## src/rtl/p2s_pkg.sv

```systemverilog
// p2s_pkg: shared definitions for the parallel-to-serial scheduler.
//   FRAME_W  - width of a frame handed to the serializer
//   LEN_W    - width of the bit-length field
//   state_e  - scheduler FSM states
//   cnt_w()  - width of a down-counter that must hold 0..n-1 (at least 1 bit)
package p2s_pkg;

  localparam int FRAME_W = 16;
  localparam int LEN_W   = 4;

  typedef enum logic [2:0] {
    IDLE,
    LOAD,
    SEND,
    CHECK,
    GAP
  } state_e;

  function automatic int cnt_w(input int n);
    return (n <= 2) ? 1 : $clog2(n);
  endfunction

endpackage

```

## src/rtl/p2s_rr_pick.sv

```systemverilog
// p2s_rr_pick: combinational round-robin picker.
//   req   - request vector, one bit per requester
//   ptr   - index of the last granted requester
//   valid - at least one request present
//   index - first set request found searching ptr+1, ptr+2, ... modulo N_REQ
module p2s_rr_pick
  import p2s_pkg::*;
#(
  parameter int  N_REQ = 4,
  localparam int IDX_W = $clog2(N_REQ)
) (
  input  logic [N_REQ-1:0] req,
  input  logic [IDX_W-1:0] ptr,
  output logic             valid,
  output logic [IDX_W-1:0] index
);

  logic [IDX_W-1:0] cand;

  // Walk the search order backwards so the candidate closest to ptr+1
  // is the last one written and therefore wins.
  always_comb begin
    valid = |req;
    index = ptr;
    cand  = '0;
    for (int k = N_REQ; k >= 1; k--) begin
      cand = IDX_W'((int'(ptr) + k) % N_REQ);
      if (req[cand]) begin
        index = cand;
      end
    end
  end

endmodule

```

## src/rtl/p2s_sched.sv

```systemverilog
// p2s_sched: round-robin scheduler sharing one parallel-to-serial transmitter
// among N_REQ requesters.
//   clk, reset           - system clock, synchronous active-low reset
//   req                  - per-requester request level, held until ack
//   req_data / req_len   - flat per-slot frame (16b) and bit length (4b)
//   ack / err            - one-cycle one-hot completion / error pulses
//   ser_data / ser_len   - latched frame and length driven to the serializer
//   ser_enable           - high for exactly ser_len cycles per frame
//   ser_rst              - active-high serializer reset (reset, or missing done)
//   ser_done             - serializer done flag, sampled in CHECK
//   busy                 - high whenever the FSM is not in IDLE
//   grant_id             - index of the current/last granted requester
//
// state | meaning
// IDLE  | wait for a request, pick round-robin, latch frame
// LOAD  | frame stable on ser_data/ser_len, enable still low
// SEND  | ser_enable high, bit down-counter runs to zero
// CHECK | enable low, sample ser_done
// GAP   | inter-frame idle, IFG_CYCLES long; ack/err only in its first cycle
module p2s_sched
  import p2s_pkg::*;
#(
  parameter int  N_REQ      = 4,
  parameter int  IFG_CYCLES = 2,
  localparam int IDX_W      = $clog2(N_REQ)
) (
  input  logic                     clk,
  input  logic                     reset,
  input  logic [N_REQ-1:0]         req,
  input  logic [FRAME_W*N_REQ-1:0] req_data,
  input  logic [LEN_W*N_REQ-1:0]   req_len,
  output logic [N_REQ-1:0]         ack,
  output logic [N_REQ-1:0]         err,
  output logic [FRAME_W-1:0]       ser_data,
  output logic [LEN_W-1:0]         ser_len,
  output logic                     ser_enable,
  output logic                     ser_rst,
  input  logic                     ser_done,
  output logic                     busy,
  output logic [IDX_W-1:0]         grant_id
);

  localparam int               GAP_W    = cnt_w(IFG_CYCLES);
  localparam logic [GAP_W-1:0] GAP_LOAD = GAP_W'(IFG_CYCLES - 1);
  localparam logic [IDX_W-1:0] PTR_RST  = IDX_W'(N_REQ - 1);

  logic [FRAME_W-1:0] slot_data [N_REQ];
  logic [LEN_W-1:0]   slot_len  [N_REQ];

  for (genvar g = 0; g < N_REQ; g++) begin : g_slot
    assign slot_data[g] = req_data[g*FRAME_W +: FRAME_W];
    assign slot_len[g]  = req_len[g*LEN_W +: LEN_W];
  end

  state_e             state_q,    state_d;
  logic [FRAME_W-1:0] ser_data_q, ser_data_d;
  logic [LEN_W-1:0]   ser_len_q,  ser_len_d;
  logic               ser_en_q,   ser_en_d;
  logic               ser_rst_q,  ser_rst_d;
  logic               busy_q,     busy_d;
  logic [IDX_W-1:0]   grant_q,    grant_d;
  logic [IDX_W-1:0]   ptr_q,      ptr_d;
  logic [LEN_W-1:0]   bit_cnt_q,  bit_cnt_d;
  logic [GAP_W-1:0]   gap_cnt_q,  gap_cnt_d;
  logic [N_REQ-1:0]   ack_q,      ack_d;
  logic [N_REQ-1:0]   err_q,      err_d;

  logic             pick_valid;
  logic [IDX_W-1:0] pick_idx;

  p2s_rr_pick #(
    .N_REQ (N_REQ)
  ) u_pick (
    .req   (req),
    .ptr   (ptr_q),
    .valid (pick_valid),
    .index (pick_idx)
  );

  always_comb begin
    state_d    = state_q;
    ser_data_d = ser_data_q;
    ser_len_d  = ser_len_q;
    ser_en_d   = 1'b0;
    ser_rst_d  = 1'b0;
    grant_d    = grant_q;
    ptr_d      = ptr_q;
    bit_cnt_d  = bit_cnt_q;
    gap_cnt_d  = gap_cnt_q;
    ack_d      = '0;
    err_d      = '0;

    unique case (state_q)
      IDLE: begin
        if (pick_valid) begin
          ser_data_d = slot_data[pick_idx];
          ser_len_d  = slot_len[pick_idx];
          grant_d    = pick_idx;
          ptr_d      = pick_idx;
          // A zero-length frame would never raise done, so it is failed
          // immediately without ever enabling the serializer.
          if (slot_len[pick_idx] == '0) begin
            ack_d[pick_idx] = 1'b1;
            err_d[pick_idx] = 1'b1;
            gap_cnt_d       = GAP_LOAD;
            state_d         = GAP;
          end else begin
            state_d = LOAD;
          end
        end
      end

      LOAD: begin
        ser_en_d  = 1'b1;
        bit_cnt_d = ser_len_q - LEN_W'(1);
        state_d   = SEND;
      end

      // Enable was raised entering SEND; it stays up while the counter is
      // non-zero and drops on the terminal count, giving ser_len cycles.
      SEND: begin
        if (bit_cnt_q == '0) begin
          state_d = CHECK;
        end else begin
          ser_en_d  = 1'b1;
          bit_cnt_d = bit_cnt_q - LEN_W'(1);
        end
      end

      CHECK: begin
        ack_d[grant_q] = 1'b1;
        err_d[grant_q] = ~ser_done;
        // Missing done leaves the serializer bit pointer mid-frame; re-arm it.
        ser_rst_d      = ~ser_done;
        gap_cnt_d      = GAP_LOAD;
        state_d        = GAP;
      end

      GAP: begin
        if (gap_cnt_q == '0) begin
          state_d = IDLE;
        end else begin
          gap_cnt_d = gap_cnt_q - GAP_W'(1);
        end
      end

      default: state_d = IDLE;
    endcase

    busy_d = (state_d != IDLE);
  end

  always_ff @(posedge clk) begin
    if (!reset) begin
      state_q    <= IDLE;
      ser_data_q <= '0;
      ser_len_q  <= '0;
      ser_en_q   <= 1'b0;
      ser_rst_q  <= 1'b1;
      busy_q     <= 1'b0;
      grant_q    <= '0;
      ptr_q      <= PTR_RST;
      bit_cnt_q  <= '0;
      gap_cnt_q  <= '0;
      ack_q      <= '0;
      err_q      <= '0;
    end else begin
      state_q    <= state_d;
      ser_data_q <= ser_data_d;
      ser_len_q  <= ser_len_d;
      ser_en_q   <= ser_en_d;
      ser_rst_q  <= ser_rst_d;
      busy_q     <= busy_d;
      grant_q    <= grant_d;
      ptr_q      <= ptr_d;
      bit_cnt_q  <= bit_cnt_d;
      gap_cnt_q  <= gap_cnt_d;
      ack_q      <= ack_d;
      err_q      <= err_d;
    end
  end

  assign ack        = ack_q;
  assign err        = err_q;
  assign ser_data   = ser_data_q;
  assign ser_len    = ser_len_q;
  assign ser_enable = ser_en_q;
  assign ser_rst    = ser_rst_q;
  assign busy       = busy_q;
  assign grant_id   = grant_q;

endmodule

```

## config.mk

```make
export PLATFORM = sky130hd
export DESIGN_NAME = p2s_sched
export DESIGN_NICKNAME = d
export VERILOG_FILES = /design/src/rtl/p2s_pkg.sv /design/src/rtl/p2s_rr_pick.sv /design/src/rtl/p2s_sched.sv
export SDC_FILE = /design/constraint.sdc
export NUM_CORES = 1
export LEC_CHECK = 0
export BUFFER_PORTS_ARGS = -buffer_cell sky130_fd_sc_hd__buf_2
export CAP_MARGIN = 20
export CORE_UTILIZATION = 41
export DETAILED_ROUTE_END_ITERATION = 7
export PLACE_DENSITY = 0.76
export SYNTH_ARGS = -nofsm -noshare
export SYNTH_HDL_FRONTEND = slang
export SYNTH_SLANG_ARGS = --single-unit
```

## constraint.sdc

```tcl
create_clock -name clk -period 2.12 [get_ports clk]
set_input_delay 0.424 -clock clk [delete_from_list [all_inputs] [get_ports clk]]
set_output_delay 0.424 -clock clk [all_outputs]
set_load 0.01 [all_outputs]
```

### Word level (Yosys, flattened, before mapping)

Cells that the tools add are included.

| storage, ports and cells | value |
|---|---|
| bits in registers | 43 |
| input port bits | 87 |
| output and inout port bits | 33 |
| logic and storage cells | 90 |

| cells by class | value |
|---|---|
| add/subtract/negate cells | 7 |
| $lt $le $gt $ge | 9 |
| equal/unequal tests | 7 |
| mux-type cells | 40 |
| bitwise operators | 3 |
| reductions and logical operators | 12 |

Operator list:

| operator | number |
|---|---|
| 16-bit binary-select mux with 2-bit select | 1 |
| 16-bit 2-to-1 mux | 2 |
| 4-bit case mux with 2 select lines | 3 |
| 4-bit 2-to-1 mux | 5 |
| 2-bit by 3-bit < comparator with 1-bit output, second input constant | 6 |
| 3-bit case mux with 5 select lines | 1 |
| 3-bit 2-to-1 mux | 4 |
| 1-bit 2-to-1 mux | 11 |
| 1-bit binary-select mux with 2-bit select | 4 |
| 4-bit binary-select mux with 2-bit select | 1 |
| 4-bit zero test | 2 |
| 2-bit 2-to-1 mux | 4 |
| 4-bit by 1-bit subtractor with 4-bit output, second input constant | 2 |
| 3-bit by 2-bit == test with 1-bit output, second input constant | 2 |
| 2-bit != test, second input constant | 3 |
| 3-bit nonzero test | 2 |
| 2-bit by 1-bit adder with 2-bit output, second input constant | 2 |
| 2-bit adder, second input constant | 2 |
| 4-bit AND | 1 |
| 1-bit demux with 2-bit select | 2 |
| 2-bit by 1-bit >= comparator with 1-bit output, second input constant | 2 |
| 2-bit AND reduction | 2 |
| 4-bit OR reduction | 1 |
| 3-bit by 1-bit == test with 1-bit output, second input constant | 1 |
| 11 further kinds | 12 |

### Logic depth before layout (Yosys ltp)

| logic depth | value |
|---|---|
| depth in word-level cells | 16 |
| gate-level depth with buffers | 7 |
| gate-level depth less buffers | 6 |

### By module

From an unflattened synthesis, not the netlist that was laid out.

| second synthesis, totals | value |
|---|---|
| cell total of the unflattened synthesis | 248 |
| area total of the unflattened synthesis | 2277.2 µm² |

By module, submodules not included:

| module | times used | cells an instance | area each (µm²) | sequential area each (µm²) |
|---|---|---|---|---|
| p2s_sched | 1 | 234 | 2204.6 | 860.8 |
| p2s_rr_pick | 1 | 14 | 72.6 | 0.0 |

### Least setup slack after synthesis

No wires, ideal clock.

| timing | value |
|---|---|
| path kind | in2reg |
| start point | input req[3] |
| end point | register ser_data_q[0], in the netlist ser_data[0] |
| setup time | 0.117 ns |
| arrival time | 2.022 ns |
| required time | 2.003 ns |
| setup slack | -0.019 ns |
| stages on the path | 6 |
| path buffers | 1 |
| cells stage by stage | nor2b_1 > o21a_4 > nor3_4 > buf_8 > mux4_2 > a22o_1 |

| between the ends | value |
|---|---|
| word-level cells in the longest chain between the ends | 10 |
| elaborated cells on any way between the ends | 18 |
| classes of those cells | mux: 15; bitwise: 1; reduce/logical: 2 |

Ends and longest elaborated chain:

| what | line | source |
|---|---|---|
| start: declaration | p2s_sched.sv:29 | `input logic [N_REQ-1:0] req,` |
| 1-bit binary-select mux with 2-bit select | p2s_rr_pick.sv:28 | `if (req[cand]) begin` |
| 1-bit 2-to-1 mux (not written as such) | p2s_rr_pick.sv:28 |  |
| 2-bit 2-to-1 mux (4 in series) | p2s_rr_pick.sv:28 |  |
| 2-bit inverter with 3-bit output (not written as such) | p2s_sched.sv:96 | `ser_data_d = slot_data[pick_idx];` |
| 16-bit binary-select mux with 2-bit select | p2s_sched.sv:96 |  |
| 16-bit 2-to-1 mux (not written as such) (2 in series) | p2s_sched.sv:96 |  |
| end signal: assignment | p2s_sched.sv:169 | `ser_data_q <= ser_data_d;` |
| end: declaration | p2s_sched.sv:56 | `logic [FRAME_W-1:0] ser_data_q, ser_data_d;` |

Several ways; a longest one is shown, not always the timed one. The select of a mux whose other input is x is not followed.
A chain may end at the register's enable or synchronous reset.

### Final worst setup path

| timing | value |
|---|---|
| start point | register ptr_q[0] |
| end point | register ser_data_q[14], in the netlist ser_data[14] |

| between the ends | value |
|---|---|
| word-level cells in the longest chain between the ends | 11 |
| elaborated cells on any way between the ends | 20 |
| classes of those cells | add/sub: 4; mux: 15; bitwise: 1 |

Ends and longest elaborated chain:

| what | line | source |
|---|---|---|
| start: declaration | p2s_sched.sv:62 | `logic [IDX_W-1:0] ptr_q, ptr_d;` |
| start signal: assignment | p2s_sched.sv:175 | `ptr_q <= ptr_d;` |
| 2-bit by 1-bit adder with 2-bit output | p2s_rr_pick.sv:27 | `cand = IDX_W'((int'(ptr) + k) % N_REQ);` |
| 1-bit binary-select mux with 2-bit select | p2s_rr_pick.sv:28 |  |
| 1-bit 2-to-1 mux (not written as such) | p2s_rr_pick.sv:28 |  |
| 2-bit 2-to-1 mux (3 in series) | p2s_rr_pick.sv:28 |  |
| 2-bit 2-to-1 mux * | p2s_rr_pick.sv:28 |  |
| 2-bit inverter with 3-bit output (not written as such) * | p2s_sched.sv:96 |  |
| 16-bit binary-select mux with 2-bit select * | p2s_sched.sv:96 |  |
| 16-bit 2-to-1 mux (not written as such) * (2 in series) | p2s_sched.sv:96 |  |

Mark *: on every way between the ends. The rest lies on a longest branch, timed or not. The select of a mux whose other input is x is not followed.

==> results.txt <==
Post-DR vias/cell = 5.58
ANT nets after route = 0
Sequential area share after synthesis = 0.366
Met2 global-route usage = 0.344
Internal power = 0.00280 W
Reg2Reg Capture Point = ser_data[14]$_SDFFE_PN0P_
Yosys reg bits = 43
Final Hold Viols = 0
Worst r2r path cells = 6
Maximum vdd ir drop = 0.000605 V
Status = completed
CP max stage delay = 0.55 ns
Pwr dens = 1340 nW/µm²
Yosys top cell by area = dfxtp_1
CP max stage cell = mux4_1
Hold path cells = 2
Finish-stage setup viols = 0
Vias = 2356
CTS Buffer Depth = 2
NetSw = 0.00164 W
Initial Util = 0.427
GR Overflow Total = 0
Num CTS Buffers = 5
Combinational power share = 0.542
Yosys cell types = 48
Final max-slew violation count = 0
Worst Tran Pin Value = 0.657 ns
Buf/Inv on CP = 1
Initial antenna violation count = 1
First-pass GRT wire length = 10400 µm
Syn Area/Cell = 10.9 µm²
RR Startpoint = ptr_q[0]$_SDFFE_PN1P_
Synth Net Count = 304
Max-Cap Viols = 0
Worst rel slew slack = 0.558
RSZ-0062 raised after global routing = no
Met3 track demand over resource = 0.0706
Area grow syn2layout = 40.6%
Drt wl/cell = 15.4 µm
Core Util, Final = 0.601
Internal reg-to-reg setup slack = 0.09 ns
Clock share of power = 0.148
Syn. warnings = 0
Largest net degree at the start of global routing = 23
Diode count = 0
Initial DRC Count = 120
Vias in the first global route = 2216
Synth top area cells = dfxtp_1, mux4_2, a22o_1
Die Span X = 77.8 µm
Final min period = 2.03 ns
Switching Fraction = 0.369
Row count = 27
CP Launch Type = flop
Worst-path cell chain = nor2b_1 -> o21a_4 -> nor3_4 -> buf_12 -> mux4_1 -> a22o_1
CP max FO = 5
Commonest register cell after synthesis = dfxtp_1
WS Path Type = flop to flop
Worst Setup End Kind = flop
Chip height = 77.8 µm
WHS = 0.366 ns
1st-pass router iterations = 4
Busiest grt layer = met2
Reg clk slew, reported paths = 0.08 ns
Non-filler cells, final = 422
LEAKAGE = 1.56 nW
Fraction of registers with async set/reset = 0
I/O pins = 120
Worst skew pair latency = 0.29 ns
Req. time, crit path = 2.31 ns
CTS tree = built
CTS Sinks = 43
Fin nets = 437
Syn Std Cell Area = 2350 µm²
Gpl congestion = 0.875
Hold WC Path Type = input pin to flop
Fmax = 493 MHz
GRT Util Overall = 0.221
Clock Skew = 0.00340 ns
DRC = 0
Number of flops mapped to enable cells by yosys = 0
H-tree Lvls = 2
Final Cycle Share = 0.956
IO Port Bufs = 119
Core area = 5510 µm²
Family with the most delay on the worst path = multiplexers
Share of post-route cells with drive strength above 1 = 0.500
Post-Syn Instances = 216
Seq pwr share = 0.310
Die area = 6050 µm²
Placed Cells incl. Taps = 412
Crit path DAT = 2.21 ns
Clk root buf = clkbuf_8
Met1 Use GR = 0.285
Post-synth top area share = 0.366
HPWL Detailed = 4970 µm
Final wirelength = 6500 µm
Hold endpoint = err[2]$_SDFF_PN0_
HP Start = ser_done
-- state kept, by name, indices dropped and copies added (netlist names) --
name,cells
ptr_q,2
ser_len,4
state_q,3
err,4
bit_cnt_q,4
ser_enable,1
ack,4
ser_data,16
gap_cnt_q,1
ser_rst,1
busy,1
grant_id,2
-- power by group through the flow --
stage / Clock (W) / Combinational (W) / Sequential (W)
detailed placement: 0 / 0.00232 / 0.00138
CTS: 0.000677 / 0.00233 / 0.00137
global route: 0.000713 / 0.00259 / 0.00143
global placement: 0 / 0.00226 / 0.00138
floorplan: 0 / 0.00148 / 0.00145
finish: 0.000655 / 0.00240 / 0.00137
-- how the worst max path moves through the flow --
stage / startpoint / endpoint / slack (ns) / depth (start not counted)
after global routing: ptr_q[0]$_SDFFE_PN1P_ / ser_data[14]$_SDFFE_PN0P_ / 0.02 / 6
after CTS: ptr_q[0]$_SDFFE_PN1P_ / ser_data[14]$_SDFFE_PN0P_ / 0.02 / 6
after detailed placement: req[3] / ser_data[14]$_SDFFE_PN0P_ / -0.16 / 7
final: ptr_q[0]$_SDFFE_PN1P_ / ser_data[14]$_SDFFE_PN0P_ / 0.09 / 6
after floorplan: req[3] / ser_data[0]$_SDFFE_PN0P_ / 0.05 / 6
after global placement: req[3] / ser_data[14]$_SDFFE_PN0P_ / -0.10 / 7
-- area by class of cell --
type	instances	area (µm²)
clock buffers	6	82.6
clock inverters	2	35.0
fillers	483	2200
inverters	3	11.3
multi-input cells	155	1410
flip-flops and latches	43	862
well taps	72	90.1
repair buffers	141	823
-- synth_stat cells, types with 5 or more instances --
cell type  instances
a22o_1            20
dfxtp_1           43
nor4_1             6
nor2_1             7
a21oi_1            5
nand4_1            5
nand2b_1           5
clkbuf_1          10
nand2_1           16
o21ai_0           16
mux4_1             5
mux4_2            15
-- cell families (layout without fill, tap and decap cells) --
kind of cell | count (synthesis) | count (layout) | synth area share
mux | 23 | 23 | 0.212
compound gates | 60 | 60 | 0.194
fa+ha+maj | 1 | 1 | 0.00532
simple gates | 71 | 71 | 0.185
buf+inv | 18 | 152 | 0.0383
flops | 43 | 43 | 0.366
-- cell usage in the layout (no fill, tap or decap), drive strengths merged, types with 3 or more instances in the layout --
master  Yosys  final
o21a        3      3
nor2b       3      3
o21ai      16     16
a22o       20     20
nand2      16     16
mux2i       3      3
mux4       20     20
dfxtp      43     43
o31ai       4      4
nand2b      5      5
inv         3      3
or3b        3      3
nand4       5      5
a21oi       6      6
and2        4      4
buf         5    141
nor2        7      7
nor4        7      7
nor3b       5      5
clkbuf     10      6
nand3       4      4
-- through the flow --
stage / total power, W / instance area, µm² / setup slack (ns) / setup TNS [ns]
2_1_floorplan: 0.00293 / 2350 / 0.0457 / 0
3_3_place_gp: 0.00364 / 3150 / -0.104 / -0.531
3_5_place_dp: 0.00371 / 3150 / -0.159 / -1.21
4_1_cts: 0.00438 / 3270 / 0.0203 / 0
5_1_grt: 0.00474 / 3310 / 0.0216 / 0
6_report: 0.00443 / 3310 / 0.0927 / 0
-- repair_timing --
| item | CTS | global route |
|---|---|---|
| hold buffers | 0 | 0 |
| endpoints found under the hold margin | 0 | 0 |
| gates resized for setup | 0 | 1 |
| endpoints found under the setup margin | 0 | 1 |
| buffers inserted | 0 | 2 |
-- per-layer routing --
layer	vias up	wire, µm
li1	1122	-
met3	12	517
met5	-	12
met1	1109	2800
met4	2	124
met2	111	3050
Power figures use the tool's default switching activity.
